$ cat config.mk
export PLATFORM = sky130hd
export DESIGN_NAME = evt_watchdog_flat
export DESIGN_NICKNAME = d
export VERILOG_FILES = /design/src/rtl/evt_wd_pkg.sv /design/src/rtl/evt_watchdog_if.sv /design/src/rtl/evt_wd_chan.sv /design/src/rtl/evt_watchdog.sv /design/src/flat_wrapper.sv
export SDC_FILE = /design/constraint.sdc
export NUM_CORES = 1
export LEC_CHECK = 0
export CAP_MARGIN = 20
export CORE_MARGIN = 1
export CORE_UTILIZATION = 29
export DETAILED_ROUTE_END_ITERATION = 16
export PLACE_DENSITY = 0.58
export SLEW_MARGIN = 20
export SYNTH_ARGS = -nofsm -noshare
export SYNTH_HDL_FRONTEND = slang
export SYNTH_SLANG_ARGS = --single-unit
$ cat constraint.sdc
create_clock -name clk -period 2.75 [get_ports clk]
set_input_delay 0.55 -clock clk [delete_from_list [all_inputs] [get_ports clk]]
set_output_delay 0.55 -clock clk [all_outputs]
set_load 0.005 [all_outputs]
$ cat src/rtl/evt_wd_pkg.sv
// Shared types and helpers for the event watchdog: the watch-mode and
// channel-state encodings plus a width helper for channel indices.
package evt_wd_pkg;

  // How a channel decides that its awaited event has happened.
  typedef enum logic [1:0] {
    EVT_RISE  = 2'b00,
    EVT_LEVEL = 2'b01,
    EVT_FALL  = 2'b10,
    EVT_COUNT = 2'b11
  } evt_mode_e;

  // Per-channel lifecycle.
  typedef enum logic [1:0] {
    IDLE = 2'b00,
    WAIT = 2'b01,
    PASS = 2'b10,
    FAIL = 2'b11
  } chan_state_e;

  // Width needed to hold a channel index; never narrower than one bit so a
  // single-channel build still has a legal first_tmo port.
  function automatic int idx_width(input int n);
    return (n > 1) ? $clog2(n) : 1;
  endfunction

endpackage

$ cat src/rtl/evt_watchdog_if.sv
// Control/status bundle between a watchdog user (master) and the
// watchdog itself (slave). Clock and reset travel as plain ports.
interface evt_watchdog_if
  import evt_wd_pkg::*;
#(
  parameter int NCH = 4,
  parameter int TW  = 20,
  parameter int CW  = 8
) ();

  localparam int FW = idx_width(NCH);

  // Requests towards the watchdog
  logic [NCH-1:0]    arm;
  logic [NCH-1:0]    abort;
  logic [2*NCH-1:0]  mode;
  logic [TW*NCH-1:0] limit;
  logic [CW*NCH-1:0] target;
  logic [NCH-1:0]    evt;
  logic              clr_err;

  // Status from the watchdog
  logic [NCH-1:0]    busy;
  logic [NCH-1:0]    done;
  logic [NCH-1:0]    tmo;
  logic              any_tmo;
  logic [FW-1:0]     first_tmo;
  logic              all_done;

  modport master (
    output arm, abort, mode, limit, target, evt, clr_err,
    input  busy, done, tmo, any_tmo, first_tmo, all_done
  );

  modport slave (
    input  arm, abort, mode, limit, target, evt, clr_err,
    output busy, done, tmo, any_tmo, first_tmo, all_done
  );

endinterface

$ cat src/rtl/evt_wd_chan.sv
// One watchdog channel: captures mode/limit/target on arm, then waits for
// its qualifying event within a cycle budget and ends in PASS or FAIL.
module evt_wd_chan
  import evt_wd_pkg::*;
#(
  parameter int TW = 20,
  parameter int CW = 8
) (
  input  logic          clk,
  input  logic          rst,
  input  logic          arm,
  input  logic          abort,
  input  logic [1:0]    mode,
  input  logic [TW-1:0] limit,
  input  logic [CW-1:0] target,
  input  logic          evt,
  output logic          busy,
  output logic          done,
  output logic          tmo,
  output logic          fail_set,   // this edge takes WAIT -> FAIL
  output logic          done_next   // value done takes after this edge
);

  chan_state_e   state_reg;
  evt_mode_e     mode_reg;
  logic [TW-1:0] limit_reg;
  logic [CW-1:0] target_reg;
  logic [TW-1:0] cyc_reg;
  logic [CW-1:0] edge_reg;
  logic          evt_q_reg;
  logic          busy_reg;
  logic          done_reg;
  logic          tmo_reg;

  logic          rise;
  logic          fall;
  logic [CW-1:0] edge_inc;
  logic          qualify;
  logic          expire;
  logic          eval;
  logic          pass_set;

  // Decide what the current evaluation edge means for this channel.
  always_comb begin
    rise     = evt & ~evt_q_reg;
    fall     = ~evt & evt_q_reg;
    // Saturating edge count so a huge pulse train cannot wrap back to 0.
    edge_inc = (edge_reg == '1) ? edge_reg : edge_reg + CW'(1);
    qualify  = 1'b0;
    case (mode_reg)
      EVT_RISE:  qualify = rise;
      EVT_LEVEL: qualify = evt;
      EVT_FALL:  qualify = fall;
      EVT_COUNT: qualify = (target_reg == '0) || (rise && (edge_inc == target_reg));
      default:   qualify = 1'b0;
    endcase
    expire    = (cyc_reg == limit_reg);
    // abort and arm take precedence over any evaluation on the same edge
    eval      = (state_reg == WAIT) && !abort && !arm;
    // event beats expiry when both land on one edge
    pass_set  = eval && qualify;
    fail_set  = eval && !qualify && expire;
    done_next = !abort && !arm && (pass_set || done_reg);
  end

  // Channel FSM with counters and registered status flags.
  always_ff @(posedge clk) begin
    if (rst) begin
      state_reg  <= IDLE;
      mode_reg   <= EVT_RISE;
      limit_reg  <= '0;
      target_reg <= '0;
      cyc_reg    <= '0;
      edge_reg   <= '0;
      evt_q_reg  <= 1'b0;
      busy_reg   <= 1'b0;
      done_reg   <= 1'b0;
      tmo_reg    <= 1'b0;
    end else begin
      // Tracking evt every cycle means an arm edge loads the current level,
      // so history from before the arm never looks like a fresh edge.
      evt_q_reg <= evt;
      if (abort) begin
        state_reg <= IDLE;
        cyc_reg   <= '0;
        edge_reg  <= '0;
        busy_reg  <= 1'b0;
        done_reg  <= 1'b0;
        tmo_reg   <= 1'b0;
      end else if (arm) begin
        state_reg  <= WAIT;
        mode_reg   <= evt_mode_e'(mode);
        limit_reg  <= limit;
        target_reg <= target;
        cyc_reg    <= '0;
        edge_reg   <= '0;
        busy_reg   <= 1'b1;
        done_reg   <= 1'b0;
        tmo_reg    <= 1'b0;
      end else if (state_reg == WAIT) begin
        if (qualify) begin
          state_reg <= PASS;
          busy_reg  <= 1'b0;
          done_reg  <= 1'b1;
        end else if (expire) begin
          state_reg <= FAIL;
          busy_reg  <= 1'b0;
          tmo_reg   <= 1'b1;
        end else begin
          // cyc_reg stops at limit_reg, so it can never wrap
          cyc_reg <= cyc_reg + TW'(1);
          if (rise) begin
            edge_reg <= edge_inc;
          end
        end
      end
    end
  end

  assign busy = busy_reg;
  assign done = done_reg;
  assign tmo  = tmo_reg;

endmodule

$ cat src/rtl/evt_watchdog.sv
// Multi-channel event watchdog: NCH independent channels plus shared
// timeout bookkeeping (any_tmo / first_tmo) and an all-passed flag.
module evt_watchdog
  import evt_wd_pkg::*;
#(
  parameter int NCH = 4,
  parameter int TW  = 20,
  parameter int CW  = 8
) (
  input logic           clk,
  input logic           rst,
  evt_watchdog_if.slave bus
);

  localparam int FW = idx_width(NCH);

  logic [NCH-1:0] busy_w;
  logic [NCH-1:0] done_w;
  logic [NCH-1:0] tmo_w;
  logic [NCH-1:0] fail_set_w;
  logic [NCH-1:0] done_next_w;

  logic [FW-1:0]  fail_idx;
  logic           any_tmo_reg;
  logic [FW-1:0]  first_tmo_reg;
  logic           all_done_reg;

  generate
    for (genvar gi = 0; gi < NCH; gi++) begin : g_chan
      evt_wd_chan #(
        .TW(TW),
        .CW(CW)
      ) u_chan (
        .clk      (clk),
        .rst      (rst),
        .arm      (bus.arm[gi]),
        .abort    (bus.abort[gi]),
        .mode     (bus.mode[2*gi +: 2]),
        .limit    (bus.limit[TW*gi +: TW]),
        .target   (bus.target[CW*gi +: CW]),
        .evt      (bus.evt[gi]),
        .busy     (busy_w[gi]),
        .done     (done_w[gi]),
        .tmo      (tmo_w[gi]),
        .fail_set (fail_set_w[gi]),
        .done_next(done_next_w[gi])
      );
    end
  endgenerate

  // Lowest-numbered channel timing out on this edge.
  always_comb begin
    fail_idx = '0;
    for (int i = NCH - 1; i >= 0; i--) begin
      if (fail_set_w[i]) begin
        fail_idx = FW'(i);
      end
    end
  end

  // Sticky timeout summary; a fresh timeout outranks a same-edge clear.
  always_ff @(posedge clk) begin
    if (rst) begin
      any_tmo_reg   <= 1'b0;
      first_tmo_reg <= '0;
      all_done_reg  <= 1'b0;
    end else begin
      if (|fail_set_w) begin
        if (!any_tmo_reg || bus.clr_err) begin
          first_tmo_reg <= fail_idx;
        end
        any_tmo_reg <= 1'b1;
      end else if (bus.clr_err) begin
        any_tmo_reg   <= 1'b0;
        first_tmo_reg <= '0;
      end
      // Registered from next-state done so it moves on the same edge.
      all_done_reg <= &done_next_w;
    end
  end

  assign bus.busy      = busy_w;
  assign bus.done      = done_w;
  assign bus.tmo       = tmo_w;
  assign bus.any_tmo   = any_tmo_reg;
  assign bus.first_tmo = first_tmo_reg;
  assign bus.all_done  = all_done_reg;

endmodule

$ cat src/flat_wrapper.sv
// flat-port wrapper written by rule: the top's interface ports become plain ports
module evt_watchdog_flat import evt_wd_pkg::*;
#(
  parameter int NCH = 4,
  parameter int TW  = 20,
  parameter int CW  = 8
)
  (clk, rst, bus_arm, bus_abort, bus_mode, bus_limit, bus_target, bus_evt, bus_clr_err, bus_busy, bus_done, bus_tmo, bus_any_tmo, bus_first_tmo, bus_all_done);
  evt_watchdog_if #(.NCH(NCH), .TW(TW), .CW(CW)) bus_i ();
  input logic clk;
  input logic rst;
  input wire logic [$bits(bus_i.arm)-1:0] bus_arm;
  input wire logic [$bits(bus_i.abort)-1:0] bus_abort;
  input wire logic [$bits(bus_i.mode)-1:0] bus_mode;
  input wire logic [$bits(bus_i.limit)-1:0] bus_limit;
  input wire logic [$bits(bus_i.target)-1:0] bus_target;
  input wire logic [$bits(bus_i.evt)-1:0] bus_evt;
  input wire logic [$bits(bus_i.clr_err)-1:0] bus_clr_err;
  output wire logic [$bits(bus_i.busy)-1:0] bus_busy;
  output wire logic [$bits(bus_i.done)-1:0] bus_done;
  output wire logic [$bits(bus_i.tmo)-1:0] bus_tmo;
  output wire logic [$bits(bus_i.any_tmo)-1:0] bus_any_tmo;
  output wire logic [$bits(bus_i.first_tmo)-1:0] bus_first_tmo;
  output wire logic [$bits(bus_i.all_done)-1:0] bus_all_done;
  assign bus_i.arm = bus_arm;
  assign bus_i.abort = bus_abort;
  assign bus_i.mode = bus_mode;
  assign bus_i.limit = bus_limit;
  assign bus_i.target = bus_target;
  assign bus_i.evt = bus_evt;
  assign bus_i.clr_err = bus_clr_err;
  assign bus_busy = bus_i.busy;
  assign bus_done = bus_i.done;
  assign bus_tmo = bus_i.tmo;
  assign bus_any_tmo = bus_i.any_tmo;
  assign bus_first_tmo = bus_i.first_tmo;
  assign bus_all_done = bus_i.all_done;
  evt_watchdog #(.NCH(NCH), .TW(TW), .CW(CW)) u_core (.clk(clk), .rst(rst), .bus(bus_i));
endmodule
==> out/metrics.json, run 1 <==
{
  "synthesis": {
    "post_synth_instance_area_um2": 12780,
    "synth_fp_nets": 1746,
    "postSynthCellCount": 1603,
    "synth_area_leader_cell": "sky130_fd_sc_hd__dfxtp_1",
    "synth-seq-area-share": 0.4074,
    "edff_count_synth": 0,
    "yosys.cell_count.top_type": "sky130_fd_sc_hd__nand2_1",
    "ys.warnings.count": 0,
    "yosys_most_used_dff": "sky130_fd_sc_hd__dfxtp_1",
    "synth.top_cell.area_share": 0.4074,
    "postSynthRegisterBits": 260,
    "synth_top_cells_by_count": "289 x sky130_fd_sc_hd__nand2_1, 260 x sky130_fd_sc_hd__dfxtp_1, 172 x sky130_fd_sc_hd__a21oi_1",
    "synth.distinct_cells": 74,
    "netlist_top_cells_area": "sky130_fd_sc_hd__dfxtp_1 41%, sky130_fd_sc_hd__nand2_1 8.5%, sky130_fd_sc_hd__xor2_1 7.7%, sky130_fd_sc_hd__a21oi_1 6.7%, sky130_fd_sc_hd__xnor2_1 4.6%",
    "syn_avg_cell_area_um2": 7.970,
    "ys_async_sr_fraction": 0
  },
  "sta": {
    "timing_max_transition_violations_final": 0,
    "clock_skew_ns": 0.01165,
    "tightestPinTransition_ns": 0.9798,
    "hold_slack_ns": 0.3605,
    "final_critical_path_share_of_the_clock_period": 0.9977,
    "rsz0062_at_grt": "true",
    "setup_violations": 0,
    "relative_max_transition_margin": 0.3468,
    "final.min_clock_period_ns": 2.744,
    "clock.fmax_mhz": 364.5,
    "final-hold-violation-count": 0
  },
  "worst_setup_path": {
    "worst_setup_path_start_kind": "flip-flop",
    "critPathMaxFanout": 6,
    "cp-end-kind": "flip-flop",
    "timing.critical_path.required_ns": 3.14,
    "cp_data_arrival_time_ns": 3.13,
    "timing.setup.critical_path_class": "reg2reg"
  },
  "floorplan": {
    "design.die.area_um2": 44900,
    "floorplan.die.height_um": 211.9,
    "floorplan.io_pins": 151,
    "rows": 76,
    "die_width_um": 211.9,
    "core_area_um2": 43270,
    "start_util": 0.2953
  },
  "detailed_routing": {
    "drc_errors": 0,
    "detailroute.via_count": 11860,
    "drt_pass1_iterations": 5,
    "route.detailed.wl_per_inst_um": 14.91,
    "dr.first_iter.drc_count": 634,
    "drt.antenna.violating_nets": 0,
    "drt-vias-per-instance": 4.835,
    "totalWireLength_um": 36590
  },
  "global_routing": {
    "antenna_found_initial": 0,
    "first_global_vias": 11470,
    "globalRoute.totalOverflow": 0,
    "grt_first_pass_wirelength_um": 57770,
    "grt_start_max_net_pins": 89,
    "grt.total_usage": 0.1604
  },
  "placed_design": {
    "port_buffers": 150,
    "gp_routability_congestion": 0.8890,
    "place.detailed.instances": 2369,
    "post-dp-hpwl_um": 26020
  },
  "power": {
    "powerDensity_nw_per_um2": 527.6,
    "design_power_total_w": 0.009198,
    "power_leakage_nw": 6.386,
    "power.ir.vdd_worst_mv": 0.2891
  },
  "final_layout": {
    "post_route_cells_drive_above_1_share": 0.1734,
    "final-instance-count-excl-fill": 2454,
    "finalCoreUtilization": 0.4029,
    "antennaDiodeCount": 0,
    "num-fill-cells": 4361,
    "total_number_of_nets_in_the_final_design": 1989,
    "area_delta_synth_final_pct": 36.44
  },
  "min_path": {
    "worstHoldPathType": "in2reg"
  },
  "clocking": {
    "clk_transition_reported_paths_ns": 0.06,
    "cts_max_path_buffers": 3,
    "cts_made_buffers": 34,
    "cts.root.buffer_cell": "sky130_fd_sc_hd__clkbuf_16",
    "postCtsHoldBufs": 0,
    "cts_tree": "built",
    "cts-htree-levels": 2,
    "clk_latency_ns": 0.53,
    "cts.sinks": 260
  },
  "run_status": {
    "outcome": "complete, no violations"
  },
  "job": {
    "drv_cap": 0
  }
}
## through the flow
step	instance area, µm²	setup WS [ns]	setup TNS, ns
2_1_floorplan	12810	0.0001381	0
3_3_place_gp	15650	-0.2810	-12.25
3_5_place_dp	15650	-0.3046	-14.30
4_1_cts	16940	-0.03127	-0.09929
5_1_grt	17430	-0.1555	-3.144
6_report	17430	0.006214	0
## worst paths after layout
kind              slack [ns]                           startpoint                                  end  cells past startpoint
setup / recovery       0.006  u_core.g_chan[0].u_chan.edge_reg[1]  u_core.g_chan[0].u_chan.edge_reg[3]                     14
hold / removal          0.36                                  rst              u_core.bus.first_tmo[1]                      2
setup reg to reg       0.006  u_core.g_chan[0].u_chan.edge_reg[1]  u_core.g_chan[0].u_chan.edge_reg[3]                     14
hold reg to reg         0.46          u_core.g_chan[3].u_chan.tmo          u_core.g_chan[3].u_chan.tmo                      2
## repair_timing
item | in CTS | in global routing
setup buffers | 4 | 26
setup endpoints to repair | 75 | 94
gates cloned | 2 | 1
resized for setup | 31 | 87
pin swaps | 10 | 45
## layout by cell type (no fill, tap or decap), drive strengths merged, types with 5 or more instances in the layout
cell type,count
clkinv,9
a21oi,173
nor2,138
a31oi,15
nor4b,7
inv,21
buf,160
and4,11
ha,8
a311oi,6
nand2b,19
o21a,5
mux2i,10
clkdlybuf4s50,149
nand4,43
nor2b,20
or3,21
a211oi,11
nor3,33
xnor2,67
xor2,113
nand2,289
nor4,25
a41oi,5
clkbuf,49
and2,13
nand3,61
o21ai,33
dfxtp,260
and3,34
## critical path, cell delays in order (launching register included)
cell                        delay [ns]
sky130_fd_sc_hd__dfxtp_2          0.33
sky130_fd_sc_hd__ha_4             0.18
sky130_fd_sc_hd__buf_6            0.12
sky130_fd_sc_hd__and4_1           0.20
sky130_fd_sc_hd__a21oi_2          0.15
sky130_fd_sc_hd__xor2_1           0.08
sky130_fd_sc_hd__or4b_4           0.50
sky130_fd_sc_hd__nor4_4           0.14
sky130_fd_sc_hd__buf_4            0.19
sky130_fd_sc_hd__a2111oi_4        0.09
sky130_fd_sc_hd__buf_4            0.19
sky130_fd_sc_hd__buf_6            0.12
sky130_fd_sc_hd__nand3b_1         0.09
sky130_fd_sc_hd__xor2_1           0.16
sky130_fd_sc_hd__nor2_1           0.05
## per-layer routing
layer,global-route usage,routed length [µm],vias up
li1,-,-,6005
met1,0.2091,17470,5585
met2,0.2657,16760,225
met3,0.02833,1600,49
met4,0.05447,757,0
met5,0,0,-
## cell families (layout without fill, tap and decap cells)
kind of cell,Yosys count,in the layout,synth area share
AO/OA/AOI/OAI,283,283,0.1300
adder cells (fa/ha/maj),8,8,0.007835
flip-flops,260,260,0.4074
multiplexers,11,11,0.008716
AND/OR/NAND/NOR,737,738,0.2809
XOR/XNOR,180,180,0.1234
buffers and inverters,124,389,0.04182
## where the power goes
group / total (W) / switching, W / internal [W]
registers: 0.00394 / 0.0000838 / 0.00386
clock network: 0.00444 / 0.00172 / 0.00273
logic: 0.000809 / 0.000393 / 0.000415
## layout make-up
type                       count  area [µm²]  share of cell area
clock buffer                  49        1041             0.05972
clock inverter                10       90.09            0.005168
inverter                      21       78.83            0.004522
multi-input combinational   1220        7493              0.4299
sequential                   260        5225              0.2997
tap                          585       732.0             0.04199
timing repair buffer         309        2771              0.1590
No activity file was read; power rests on OpenSTA's default activity.
==> run 2: changes to the inputs <==
--- a/config.mk
+++ b/config.mk
@@ -9,6 +9,8 @@
 export CORE_MARGIN = 1
 export CORE_UTILIZATION = 29
 export DETAILED_ROUTE_END_ITERATION = 16
+export GPL_ROUTABILITY_DRIVEN = 0
+export MAX_ROUTING_LAYER = met4
 export PLACE_DENSITY = 0.58
 export SLEW_MARGIN = 20
 export SYNTH_ARGS = -nofsm -noshare
==> run 2 against run 1 <==
Compared with the run above:
- die area stayed put
- clock power shrank 4%
- sequential power hardly changed
- the flow now finishes with violations (setup timing)
- wire length shrank 2.3%
- critical path depth is the same
- first-iteration DRC count decreased by 7.4%
- flip-flop and latch count unchanged
- cell count down 0.61%
- cell area is 1.2% lower
==> out/metrics.json, run 2 (same netlist as run 1, synthesis figures left out) <==
{
  "final_layout": {
    "post_route_cells_drive_above_1_share": 0.1597,
    "finalCoreUtilization": 0.3979,
    "layout_commonest_cell": "sky130_fd_sc_hd__nand2_1",
    "area_delta_synth_final_pct": 34.77,
    "antennaDiodeCount": 0,
    "layout.cells.most_common_list": "288 x sky130_fd_sc_hd__nand2_1, 245 x sky130_fd_sc_hd__dfxtp_1, 168 x sky130_fd_sc_hd__a21oi_1, 149 x sky130_fd_sc_hd__clkdlybuf4s50_1, 137 x sky130_fd_sc_hd__buf_4",
    "total_number_of_nets_in_the_final_design": 1974
  },
  "global_routing": {
    "grt_start_max_net_pins": 89,
    "globalRoute.totalOverflow": 0,
    "first_global_vias": 11490,
    "antenna_found_initial": 0,
    "grt.total_usage": 0.1620,
    "grt_first_pass_wirelength_um": 57630
  },
  "sta": {
    "final-hold-violation-count": 0,
    "clock.fmax_mhz": 352.2,
    "rsz0062_at_grt": "true",
    "timing_max_transition_violations_final": 0,
    "relative_max_transition_margin": 0.5581,
    "hold_slack_ns": 0.4218,
    "tightestPinTransition_ns": 0.6559,
    "setup_violations": 16,
    "clock_skew_ns": 0.01988,
    "post-route-worst-setup-slack_ns": -0.08941,
    "final_critical_path_share_of_the_clock_period": 1.033,
    "final.min_clock_period_ns": 2.839
  },
  "worst_setup_path": {
    "worst_setup_path_start_kind": "flip-flop",
    "slowest_delay_ns": 0.55,
    "cpMaxStageDelayCell": "sky130_fd_sc_hd__or4b_4",
    "cp_data_arrival_time_ns": 3.28,
    "cp-end-kind": "flip-flop",
    "critPathMaxFanout": 4,
    "worst_path_most_repeated_cell": "sky130_fd_sc_hd__buf_4",
    "critPathBufInv": 4,
    "series_of_cell_instances_along_the_critical_path": "ha_4, buf_6, and4_1, a21oi_2, xor2_1, or4b_4, nor4_4, buf_4, a2111oi_4, buf_4, buf_4, and3b_2, mux2i_1, nor2_1",
    "timing.critical_path.required_ns": 3.19,
    "crit_family": "simple AND/OR/NAND/NOR gates",
    "timing.setup.critical_path_class": "reg2reg"
  },
  "detailed_routing": {
    "drt.antenna.violating_nets": 0,
    "route.detailed.wl_per_inst_um": 14.65,
    "drc_errors": 0,
    "drt_pass1_iterations": 5,
    "dr.first_iter.drc_count": 587,
    "totalWireLength_um": 35740,
    "detailroute.via_count": 11780,
    "drt-vias-per-instance": 4.831
  },
  "job": {
    "drv_cap": 0
  },
  "clocking": {
    "postCtsHoldBufs": 0,
    "cts_made_buffers": 30,
    "cts_max_path_buffers": 3,
    "cts_tree": "built",
    "cts-htree-levels": 1,
    "cts.sinks": 260,
    "cts.root.buffer_cell": "sky130_fd_sc_hd__clkbuf_16",
    "clk_transition_reported_paths_ns": 0.06,
    "clk_latency_ns": 0.57
  },
  "floorplan": {
    "design.die.area_um2": 44900,
    "floorplan.io_pins": 151,
    "core_area_um2": 43270,
    "floorplan.die.height_um": 211.9,
    "start_util": 0.2953,
    "die_width_um": 211.9,
    "rows": 76
  },
  "power": {
    "powerDensity_nw_per_um2": 524.3,
    "power.ir.vdd_worst_mv": 0.4111,
    "power_leakage_nw": 6.295,
    "design_power_total_w": 0.009028
  },
  "run_status": {
    "failed_checks": "setup timing",
    "outcome": "finished, violations left"
  },
  "placed_design": {
    "port_buffers": 150,
    "placement.setup.worst_slack_ns": -0.2957,
    "post-dp-hpwl_um": 26050
  },
  "min_path": {
    "worstHoldPathType": "in2reg"
  }
}
==> run 2: cell type report <==
type                    count  area (µm²)
clock buffers              36       834.6
clock inverters            19       242.7
fillers                  4395       26050
inverters                  21       78.83
multi-input cells        1219        7401
flip-flops and latches    260        5229
well taps                 585       732.0
repair buffers            299        2700
==> run 2: path summary, 6_finish.rpt <==
kind                                    startpoint                                     to  slack, ns  cells past startpoint
max            u_core.g_chan[0].u_chan.edge_reg[0]    u_core.g_chan[0].u_chan.edge_reg[1]      -0.09                     14
min reg2reg  u_core.g_chan[3].u_chan.limit_reg[11]  u_core.g_chan[3].u_chan.limit_reg[11]       0.47                      2
max reg2reg    u_core.g_chan[0].u_chan.edge_reg[0]    u_core.g_chan[0].u_chan.edge_reg[1]      -0.09                     14
min                                            rst   u_core.g_chan[3].u_chan.limit_reg[5]       0.42                      2
==> run 2: stage by stage <==
step           setup TNS [ns]  std cells  cell area, µm²
6_report              -0.4842       2439           17220
2_1_floorplan               0       1603           12810
3_3_place_gp           -10.67       2373           15700
3_5_place_dp           -12.95       2373           15700
5_1_grt                -5.666       2439           17220
4_1_cts               -0.3020       2433           16980
==> run 2: what timing repair did <==
| action | in CTS | in global routing |
|---|---|---|
| endpoints found under the setup margin | 73 | 97 |
| pin swaps | 23 | 48 |
| resized for setup | 40 | 52 |
| cloned | 1 | 2 |
| buffers inserted | 4 | 5 |
==> run 2: per-layer routing <==
layer  wire [µm]  track usage
met1       16840       0.2102
met3        1435      0.01973
met2       16770       0.2652
met4         698      0.04273
met5           0            -
==> run 2: power by group <==
part,internal [W],switching (W),leakage (nW)
combinational,0.000414,0.000394,3.66
sequential,0.00386,0.0000823,2.12
clock,0.00263,0.00165,0.516
total,0.00690,0.00213,6.30
==> run 2: worst reg2reg max path, delay by kind of cell, from the launching register on <==
| kind | cells | cell delay, ns |
|---|---|---|
| compound gates | 2 | 0.22 |
| xor+xnor | 1 | 0.08 |
| fa+ha+maj | 1 | 0.17 |
| buf+inv | 4 | 0.61 |
| flops | 1 | 0.33 |
| mux | 1 | 0.15 |
| simple gates | 5 | 1.15 |
